**src/rtl/axis_ft245_deframer.sv**
```systemverilog
// axis_ft245_deframer
//   Recovers framed host packets (SYNC, LEN, LEN payload bytes, XOR checksum)
//   from the FT245 bridge byte stream. Each frame is stored in full and
//   checked, and only good payloads are replayed downstream as one AXI-stream
//   packet with tlast. Corrupt, oversize and stalled frames are dropped and
//   reported with one-cycle status pulses.
//
// Ports
//   clk, rst_n          clock, asynchronous active-low reset
//   input_axis_*        byte stream from the FT245 bridge (tdata/tvalid/tready)
//   output_axis_*       payload stream (tdata/tvalid/tready/tlast)
//   frame_good          pulse: frame passed length and checksum checks
//   frame_err_csum      pulse: checksum mismatch
//   frame_err_len       pulse: LEN is 0 or above MAX_LEN
//   frame_err_timeout   pulse: inter-byte gap inside a frame too long
module axis_ft245_deframer #(
   parameter int         MAX_LEN        = 16,
   parameter logic [7:0] SYNC_BYTE      = 8'hA5,
   parameter int         TIMEOUT_CYCLES = 1024
) (
   input  logic       clk,
   input  logic       rst_n,
   input  logic [7:0] input_axis_tdata,
   input  logic       input_axis_tvalid,
   output logic       input_axis_tready,
   output logic [7:0] output_axis_tdata,
   output logic       output_axis_tvalid,
   input  logic       output_axis_tready,
   output logic       output_axis_tlast,
   output logic       frame_good,
   output logic       frame_err_csum,
   output logic       frame_err_len,
   output logic       frame_err_timeout
);

   localparam int         AW        = (MAX_LEN > 1) ? $clog2(MAX_LEN) : 1;
   localparam int         TW        = $clog2(TIMEOUT_CYCLES + 1);
   localparam logic [7:0] MAX_LEN_B = 8'(MAX_LEN);

   typedef enum logic [2:0] {
      S_HUNT,
      S_LEN,
      S_PAYLOAD,
      S_CSUM,
      S_DRAIN
   } state_t;

   state_t        state_q;
   logic [7:0]    len_q;
   logic [7:0]    wr_ptr_q;
   logic [7:0]    rd_ptr_q;
   logic [7:0]    xor_q;
   logic [TW-1:0] tmo_q;
   logic          good_q;
   logic          err_csum_q;
   logic          err_len_q;
   logic          err_tmo_q;
   logic [7:0]    mem_q [MAX_LEN];

   logic          in_hs;
   logic          in_frame;
   logic          tmo_hit;

   assign input_axis_tready = (state_q != S_DRAIN);
   assign in_hs             = input_axis_tvalid && input_axis_tready;
   assign in_frame          = (state_q == S_LEN) || (state_q == S_PAYLOAD) ||
                              (state_q == S_CSUM);
   // Counter value one below the limit: an idle cycle here is the expiring one.
   assign tmo_hit           = (tmo_q == TW'(TIMEOUT_CYCLES - 1));

   // Outputs decode straight from the state register so an asynchronous
   // reset clears them immediately, and they cannot change while stalled.
   assign output_axis_tvalid = (state_q == S_DRAIN);
   assign output_axis_tdata  = (state_q == S_DRAIN) ? mem_q[rd_ptr_q[AW-1:0]] : 8'h00;
   assign output_axis_tlast  = (state_q == S_DRAIN) && (rd_ptr_q == len_q - 8'd1);

   assign frame_good        = good_q;
   assign frame_err_csum    = err_csum_q;
   assign frame_err_len     = err_len_q;
   assign frame_err_timeout = err_tmo_q;

   // Payload store: data only, never reset.
   always_ff @(posedge clk) begin
      if ((state_q == S_PAYLOAD) && in_hs) begin
         mem_q[wr_ptr_q[AW-1:0]] <= input_axis_tdata;
      end
   end

   // Frame FSM
   always_ff @(posedge clk or negedge rst_n) begin
      if (!rst_n) begin
         state_q    <= S_HUNT;
         len_q      <= 8'h00;
         wr_ptr_q   <= 8'h00;
         rd_ptr_q   <= 8'h00;
         xor_q      <= 8'h00;
         tmo_q      <= '0;
         good_q     <= 1'b0;
         err_csum_q <= 1'b0;
         err_len_q  <= 1'b0;
         err_tmo_q  <= 1'b0;
      end else begin
         good_q     <= 1'b0;
         err_csum_q <= 1'b0;
         err_len_q  <= 1'b0;
         err_tmo_q  <= 1'b0;

         if (in_frame && !in_hs && tmo_hit) begin
            // Stalled frame: abandon whatever was collected.
            err_tmo_q <= 1'b1;
            state_q   <= S_HUNT;
         end else begin
            if (in_frame) begin
               tmo_q <= in_hs ? '0 : tmo_q + 1'b1;
            end
            case (state_q)
               S_HUNT: begin
                  tmo_q <= '0;
                  if (in_hs && (input_axis_tdata == SYNC_BYTE)) begin
                     state_q <= S_LEN;
                  end
               end
               S_LEN: begin
                  if (in_hs) begin
                     if ((input_axis_tdata == 8'h00) || (input_axis_tdata > MAX_LEN_B)) begin
                        err_len_q <= 1'b1;
                        state_q   <= S_HUNT;
                     end else begin
                        len_q    <= input_axis_tdata;
                        xor_q    <= input_axis_tdata;
                        wr_ptr_q <= 8'h00;
                        state_q  <= S_PAYLOAD;
                     end
                  end
               end
               S_PAYLOAD: begin
                  if (in_hs) begin
                     wr_ptr_q <= wr_ptr_q + 8'd1;
                     xor_q    <= xor_q ^ input_axis_tdata;
                     if (wr_ptr_q == len_q - 8'd1) begin
                        state_q <= S_CSUM;
                     end
                  end
               end
               S_CSUM: begin
                  if (in_hs) begin
                     if ((xor_q ^ input_axis_tdata) == 8'h00) begin
                        good_q   <= 1'b1;
                        rd_ptr_q <= 8'h00;
                        state_q  <= S_DRAIN;
                     end else begin
                        err_csum_q <= 1'b1;
                        state_q    <= S_HUNT;
                     end
                  end
               end
               S_DRAIN: begin
                  if (output_axis_tready) begin
                     if (rd_ptr_q == len_q - 8'd1) begin
                        state_q <= S_HUNT;
                     end else begin
                        rd_ptr_q <= rd_ptr_q + 8'd1;
                     end
                  end
               end
               default: state_q <= S_HUNT;
            endcase
         end
      end
   end

endmodule

```
**config.mk**
```make
export PLATFORM = sky130hd
export DESIGN_NAME = axis_ft245_deframer
export DESIGN_NICKNAME = d
export VERILOG_FILES = /design/src/rtl/axis_ft245_deframer.sv
export SDC_FILE = /design/constraint.sdc
export NUM_CORES = 1
export LEC_CHECK = 0
export ABC_AREA = 1
export BUFFER_PORTS_ARGS = -buffer_cell sky130_fd_sc_hd__buf_2
export CORE_ASPECT_RATIO = 1.2
export CORE_MARGIN = 2
export CORE_UTILIZATION = 45
export CTS_CLUSTER_DIAMETER = 60
export DETAILED_ROUTE_END_ITERATION = 6
export PLACE_DENSITY = 0.66
export SLEW_MARGIN = 20
export SYNTH_ARGS = -nofsm -noshare
export SYNTH_HDL_FRONTEND = slang
export SYNTH_SLANG_ARGS = --single-unit
```
**constraint.sdc**
```tcl
create_clock -name clk -period 2 [get_ports clk]
set_clock_uncertainty 0.05 [all_clocks]
set_input_delay 0 -clock clk [delete_from_list [all_inputs] [get_ports clk]]
set_output_delay 0 -clock clk [all_outputs]
set_load 0.02 [all_outputs]
```
==> results.json, run 1 <==
{
  "initialDrtViolationCount": 633,
  "cp_max_fo": 9,
  "syn_inst": 792,
  "die_w_um": 128,
  "clock.fmax_mhz": 451,
  "fp-row-count": 54,
  "synthTopCellsByArea": "edfxtp_1, dfrtp_1, nor2_1",
  "design.die.area_sq_mm": 0.0194,
  "die_h_um": 152,
  "port_buffers": 26,
  "final_cell_mix": "edfxtp_1, nor2_1, nand2_1",
  "yosys_warnings": 0,
  "cts_buffers": 17,
  "maxSlewHeadroom_pct": 55.1,
  "insertion_delay_ns": 0.43,
  "antenna_found_initial": 0,
  "synth-seq-cells": 178,
  "clkTransAtPathRegs_ns": 0.07,
  "rsz0062_at_grt": "true",
  "setup_viol": 20,
  "setup_slack_ns": -0.218,
  "synth.cell_area_sq_mm": 0.00825,
  "critPathArrivalTime_ns": 2.17,
  "dp_slack_ns": -0.00294,
  "seq_area_sq_mm": 0.00510,
  "path_class": "reg -> out",
  "critPathSlowestCell": "dfrtp_2",
  "syn-num-nets": 811,
  "synth_edf_count": 128,
  "yosysSeqAreaShare_pct": 61.8,
  "finish.utilization_pct": 57.3,
  "hold_path_depth": 5,
  "critPathCaptureType": "output pin",
  "grt_pass1_vias": 5885,
  "drv_slew": 0,
  "fin_hold_ws_ns": 0.0534,
  "dr_total_vias": 6127,
  "layout_commonest_cell": "edfxtp_1",
  "clock_sinks": 178,
  "grt_pass1_wl_um": 30800,
  "gp_congestion": 0.855,
  "synth_area_leader_cell": "edfxtp_1",
  "wl_per_cell_um": 18.1,
  "synth_top_area_share_pct": 46.6,
  "required_ns": 1.95,
  "drive_gt1_share_pct": 27.6,
  "cts_tree": "built",
  "firstDrtPassIters": 5,
  "area_growth_pct": 25.7,
  "syn_area_per_cell_sq_um": 10.4,
  "cts_buffer_depth": 2,
  "cts_root_buf": "clkbuf_16",
  "track_usage_pct": 20.7,
  "via_per_inst": 5.41,
  "finalSetupTns_ns": -1.73,
  "dpl.hpwl_um": 12500,
  "overflow": 0,
  "cap_viol_max_count": 0,
  "crit_chain": "buf_12 > buf_16 > buf_12 > o21ai_0 > o32ai_2 > nand2_1 > a31oi_1 > buf_4",
  "rr_worst_depth": 13,
  "ant_nets": 0,
  "yosys.cell_types.count": 45,
  "violations": "setup timing",
  "start_util_pct": 45.5,
  "finalHoldViolCount": 0,
  "drcViolationCount": 0,
  "worst_pin_slew_ns": 0.674,
  "crit_top_cell": "buf_12",
  "core_sq_mm": 0.0181,
  "wl_um": 20500,
  "powerDensity_mw_per_mm2": 1150,
  "hold_class": "in -> reg",
  "synthArstFlopShare_pct": 28.1,
  "fill_cells": 1507,
  "ios": 27,
  "finalCritPeriodShare_pct": 111,
  "antenna_cells": 0,
  "status": "finished, violations left",
  "p_leak_nw": 4.03,
  "start_kind": "flip-flop",
  "fin_nets": 914,
  "cp_slowest_stage_delay_ns": 0.51,
  "grt_max_degree": 51,
  "dominantRegCellSynth": "edfxtp_1",
  "power_w": 0.0119,
  "fin_crit_ns": 2.22,
  "ir_worst_vdd_uv": 669,
  "htreeDepth": 4,
  "multiInputGateArea_sq_mm": 0.00310
}
## final timing paths
path | end | start | slack, ns
max | output_axis_tdata[7] | rd_ptr_q[0] | -0.22
min | frame_err_csum | input_axis_tvalid | 0.05
max reg2reg | rd_ptr_q[0] | rd_ptr_q[0] | -0.03
min reg2reg | len_q[7] | len_q[7] | 0.49
max in group asynchronous | rd_ptr_q[0] | rst_n | 1.26
min in group asynchronous | rd_ptr_q[6] | rst_n | 0.15
## sequential cells by signal, indices dropped and copies added (netlist names)
name and cells:
mem_q 128, tmo_q 11, len_q 8, rd_ptr_q 8, wr_ptr_q 8, xor_q 8
state_q 3, frame_err_csum 1, frame_err_len 1, frame_err_timeout 1, frame_good 1
## critical path: cells and delay by family, from the launching register on
kind / cells / cell delay, ns
and+or+nand+nor: 1 / 0.08
DFF: 1 / 0.51
AOI/OAI and AO/OA: 3 / 0.49
buffers and inverters: 4 / 0.64
## final cells by class
class,count,area share (%)
multi-input cells,513,29.9
flip-flops and latches,178,49.2
well taps,224,2.70
repair buffers,114,10.3
inverters,71,2.64
clock inverters,14,1.17
clock buffers,18,4.14
## stage by stage
stage | cell area, sq um | cells
2_1_floorplan | 8250 | 792
3_3_place_gp | 8980 | 1068
3_5_place_dp | 8980 | 1068
4_1_cts | 9860 | 1117
5_1_grt | 10400 | 1132
6_report | 10400 | 1132
## logic make-up (layout without fill, tap and decap cells)
logic type | Yosys count | in the layout | share of synthesized area, %
AO/OA/AOI/OAI | 130 | 130 | 10.6
adder cells (fa/ha/maj) | 7 | 7 | 1.06
XOR/XNOR | 17 | 17 | 1.97
multiplexers | 11 | 11 | 1.34
buffers and inverters | 101 | 217 | 5.02
AND/OR/NAND/NOR | 348 | 348 | 18.3
flip-flops | 178 | 178 | 61.8
## repair_timing
| item | in CTS | in global routing |
|---|---|---|
| cloned | 2 | 4 |
| buffers inserted | 6 | 11 |
| endpoints found under the hold margin | 88 | 0 |
| endpoints found under the setup margin | 11 | 87 |
| pin swaps | 10 | 33 |
| gates resized for setup | 33 | 82 |
| hold buffers | 9 | 0 |
## synth_stat cells (all sizes together), types with 2 or more instances
library cell  number
o22ai              2
a31oi              8
o211ai             8
nand2            138
o31ai              2
a21oi             14
o21a               3
edfxtp           128
inv               70
dfrtp             50
nor3              11
mux2i             11
nand4             11
nand3             32
or2                2
nor2             150
o221ai            11
o21ai             58
buf               16
nand3b             2
o32ai             21
ha                 7
xor2              16
clkbuf            14
## per-layer routing
layer  wire length, um  up-vias  track usage [%]  share of wire [%]
li1                  -     2958                -                  -
met3               847       38             4.11                4.1
met5                 0        -                0                  0
met4               625        0             8.95                3.1
met2             10300      162             34.9                 51
met1              8660     2969             26.0                 42
## power by group
| part | internal [W] | leakage [nW] | switching [W] |
|---|---|---|---|
| logic | 0.00183 | 1.96 | 0.00244 |
| clock network | 0.00163 | 0.255 | 0.00152 |
| registers | 0.00424 | 1.82 | 0.000281 |
| total | 0.00769 | 4.03 | 0.00425 |
No activity file was read; power rests on OpenSTA's default activity.
==> run 2: changes to the inputs <==
--- a/config.mk
+++ b/config.mk
@@ -12,7 +12,7 @@
 export CORE_UTILIZATION = 45
 export CTS_CLUSTER_DIAMETER = 60
 export DETAILED_ROUTE_END_ITERATION = 6
-export PLACE_DENSITY = 0.66
+export PLACE_DENSITY = 0.62
 export SLEW_MARGIN = 20
 export SYNTH_ARGS = -nofsm -noshare
 export SYNTH_HDL_FRONTEND = slang
==> constraint.sdc (replaced) <==
create_clock -name clk -period 1.8 [get_ports clk]
set_clock_uncertainty 0.05 [all_clocks]
set_input_delay 0 -clock clk [delete_from_list [all_inputs] [get_ports clk]]
set_output_delay 0 -clock clk [all_outputs]
set_load 0.02 [all_outputs]
==> results.json, run 2 (synthesis gave the netlist of run 1 again) <==
{
  "status": "finished, violations left",
  "violations": "setup timing",
  "fin_nets": 963,
  "drive_gt1_share_pct": 36.6,
  "area_growth_pct": 36.3,
  "grt_pass1_vias": 6605,
  "finalHoldViolCount": 0,
  "grt_max_degree": 47,
  "ant_nets": 0,
  "post-place-cells": 1097,
  "p_leak_nw": 4.38,
  "final_cell_count_no_fill": 1181,
  "die_w_um": 128,
  "antenna_cells": 0,
  "htreeDepth": 4,
  "start_util_pct": 45.5,
  "overflow": 0,
  "start_kind": "flip-flop",
  "cts_buffers": 17,
  "finalCritPeriodShare_pct": 122,
  "initialDrtViolationCount": 516,
  "path_class": "reg -> out",
  "cts_root_buf": "clkbuf_16",
  "port_buffers": 26,
  "cp_max_fo": 4,
  "clock_sinks": 178,
  "grt_pass1_wl_um": 34300,
  "cts_buffer_depth": 2,
  "gp_congestion": 0.885,
  "design.die.area_sq_mm": 0.0194,
  "drcViolationCount": 0,
  "multiInputGateArea_sq_mm": 0.00340,
  "ir_worst_vdd_uv": 817,
  "drv_slew": 0,
  "clkTransAtPathRegs_ns": 0.07,
  "critPathCaptureType": "output pin",
  "via_per_inst": 5.54,
  "cts_tree": "built",
  "wl_per_cell_um": 19.1,
  "swShare_pct": 35.7,
  "worst_pin_slew_ns": 0.508,
  "setup_slack_ns": -0.396,
  "core_sq_mm": 0.0181,
  "finalSetupTns_ns": -20.18,
  "fill_cells": 1431,
  "dr_total_vias": 6538,
  "firstDrtPassIters": 6,
  "netSwitchingPower_w": 0.00515,
  "p_int_w": 0.00928,
  "setup_viol": 151,
  "fp-row-count": 54,
  "wl_um": 22500,
  "placed_cell_area_sq_mm": 0.00929,
  "seqPwrFrac_pct": 34.6,
  "track_usage_pct": 22.7,
  "cap_viol_max_count": 0,
  "layout_commonest_cell": "edfxtp_1",
  "rsz0062_at_grt": "true",
  "maxSlewHeadroom_pct": 66.2,
  "fin_crit_ns": 2.20,
  "powerDensity_mw_per_mm2": 1280,
  "dpl.hpwl_um": 13900,
  "clockPowerShare_pct": 25.6,
  "insertion_delay_ns": 0.43,
  "combPwrFrac_pct": 39.8,
  "postLayoutCellArea_sq_mm": 0.0112,
  "critPathArrivalTime_ns": 2.15,
  "seq_area_sq_mm": 0.00510,
  "largest_reg_flops": 128,
  "die_h_um": 152,
  "fin_hold_ws_ns": 0.0210,
  "hold_class": "in -> async",
  "clock.fmax_mhz": 455,
  "required_ns": 1.75,
  "ios": 27,
  "final_cell_mix": "edfxtp_1, nor2_1, nand2_1",
  "antenna_found_initial": 0
}
[run 2: changes by cell type in the layout (fill, tap and decap cells not counted), moves of 4 or more]
cell / change
a21oi_1: -5
a21oi_2: +5
buf_12: +7
buf_4: +21
buf_6: +22
clkinvlp_4: -4
inv_1: -5
inv_2: +5
nand2_1: -15
nand2_2: +5
nand2_4: +6
nand2_8: +4
nor2_1: -15
nor2_4: +17
[run 2: timing repair]
item / 4_1_cts / 5_1_grt
buffers inserted: 25 / 19
endpoints found under the hold margin: 85 / 0
pin swaps: 23 / 43
setup endpoints to repair: 73 / 165
hold buffers: 10 / 0
gates resized for setup: 95 / 130
cloned: 1 / 3
[run 2: power groups by stage]
stage / clock (W) / sequential, W / combinational [W]
2_1_floorplan: 0 / 0.00499 / 0.00254
3_3_place_gp: 0 / 0.00504 / 0.00397
3_5_place_dp: 0 / 0.00505 / 0.00405
4_1_cts: 0.00372 / 0.00497 / 0.00475
5_1_grt: 0.00390 / 0.00502 / 0.00625
6_report: 0.00369 / 0.00499 / 0.00575
[run 2: path summary, 6_finish.rpt]
kind | slack [ns] | end | cells past startpoint | from
max in group asynchronous | 1.12 | state_q[1] | 3 | rst_n
worst max register to register | -0.28 | rd_ptr_q[0] | 14 | len_q[0]
min in group clk | 0.03 | mem_q[11][1] | 2 | input_axis_tdata[1]
worst min-delay path | 0.02 | rd_ptr_q[3] | 2 | rst_n
worst min register to register | 0.50 | rd_ptr_q[4] | 2 | rd_ptr_q[4]
worst max-delay path | -0.40 | output_axis_tlast | 12 | len_q[0]
[run 2: worst max-delay path, stage by stage, from the launching register on]
cell and delay [ns]:
dfrtp_1 0.40, inv_2 0.09, ha_4 0.18, nand3_4 0.11, o21ai_4 0.16, nand2_2 0.09
nand2_1 0.07, nand2_1 0.07, nor2_2 0.10, nand4_1 0.14, buf_4 0.17, inv_2 0.04
buf_6 0.10
[run 2: per-stage QoR]
step                      worst slack [ns]  total power [W]  util (%)
after detailed placement            -0.145          0.00909      51.3
after global routing                -0.513           0.0152      62.1
after CTS                           -0.353           0.0134      58.1
after floorplan                    -0.0687          0.00753         -
final                               -0.396           0.0144      62.1
after global placement             -0.0784          0.00901      51.3
[run 2: final cells by class]
class                   count  share of cell area [%]
flip-flops and latches    178                    45.4
repair buffers            163                    14.1
multi-input cells         513                    30.3
clock buffers              17                    3.79
clock inverters            15                    1.49
inverters                  71                    2.44
well taps                 224                    2.49
[run 2: routing by layer]
layer,global-route usage [%],vias up,routed length (um)
met3,4.92,41,1050
met5,0,-,0
met1,27.5,3277,8950
li1,-,3055,-
met2,39.1,165,11900
met4,9.73,0,625
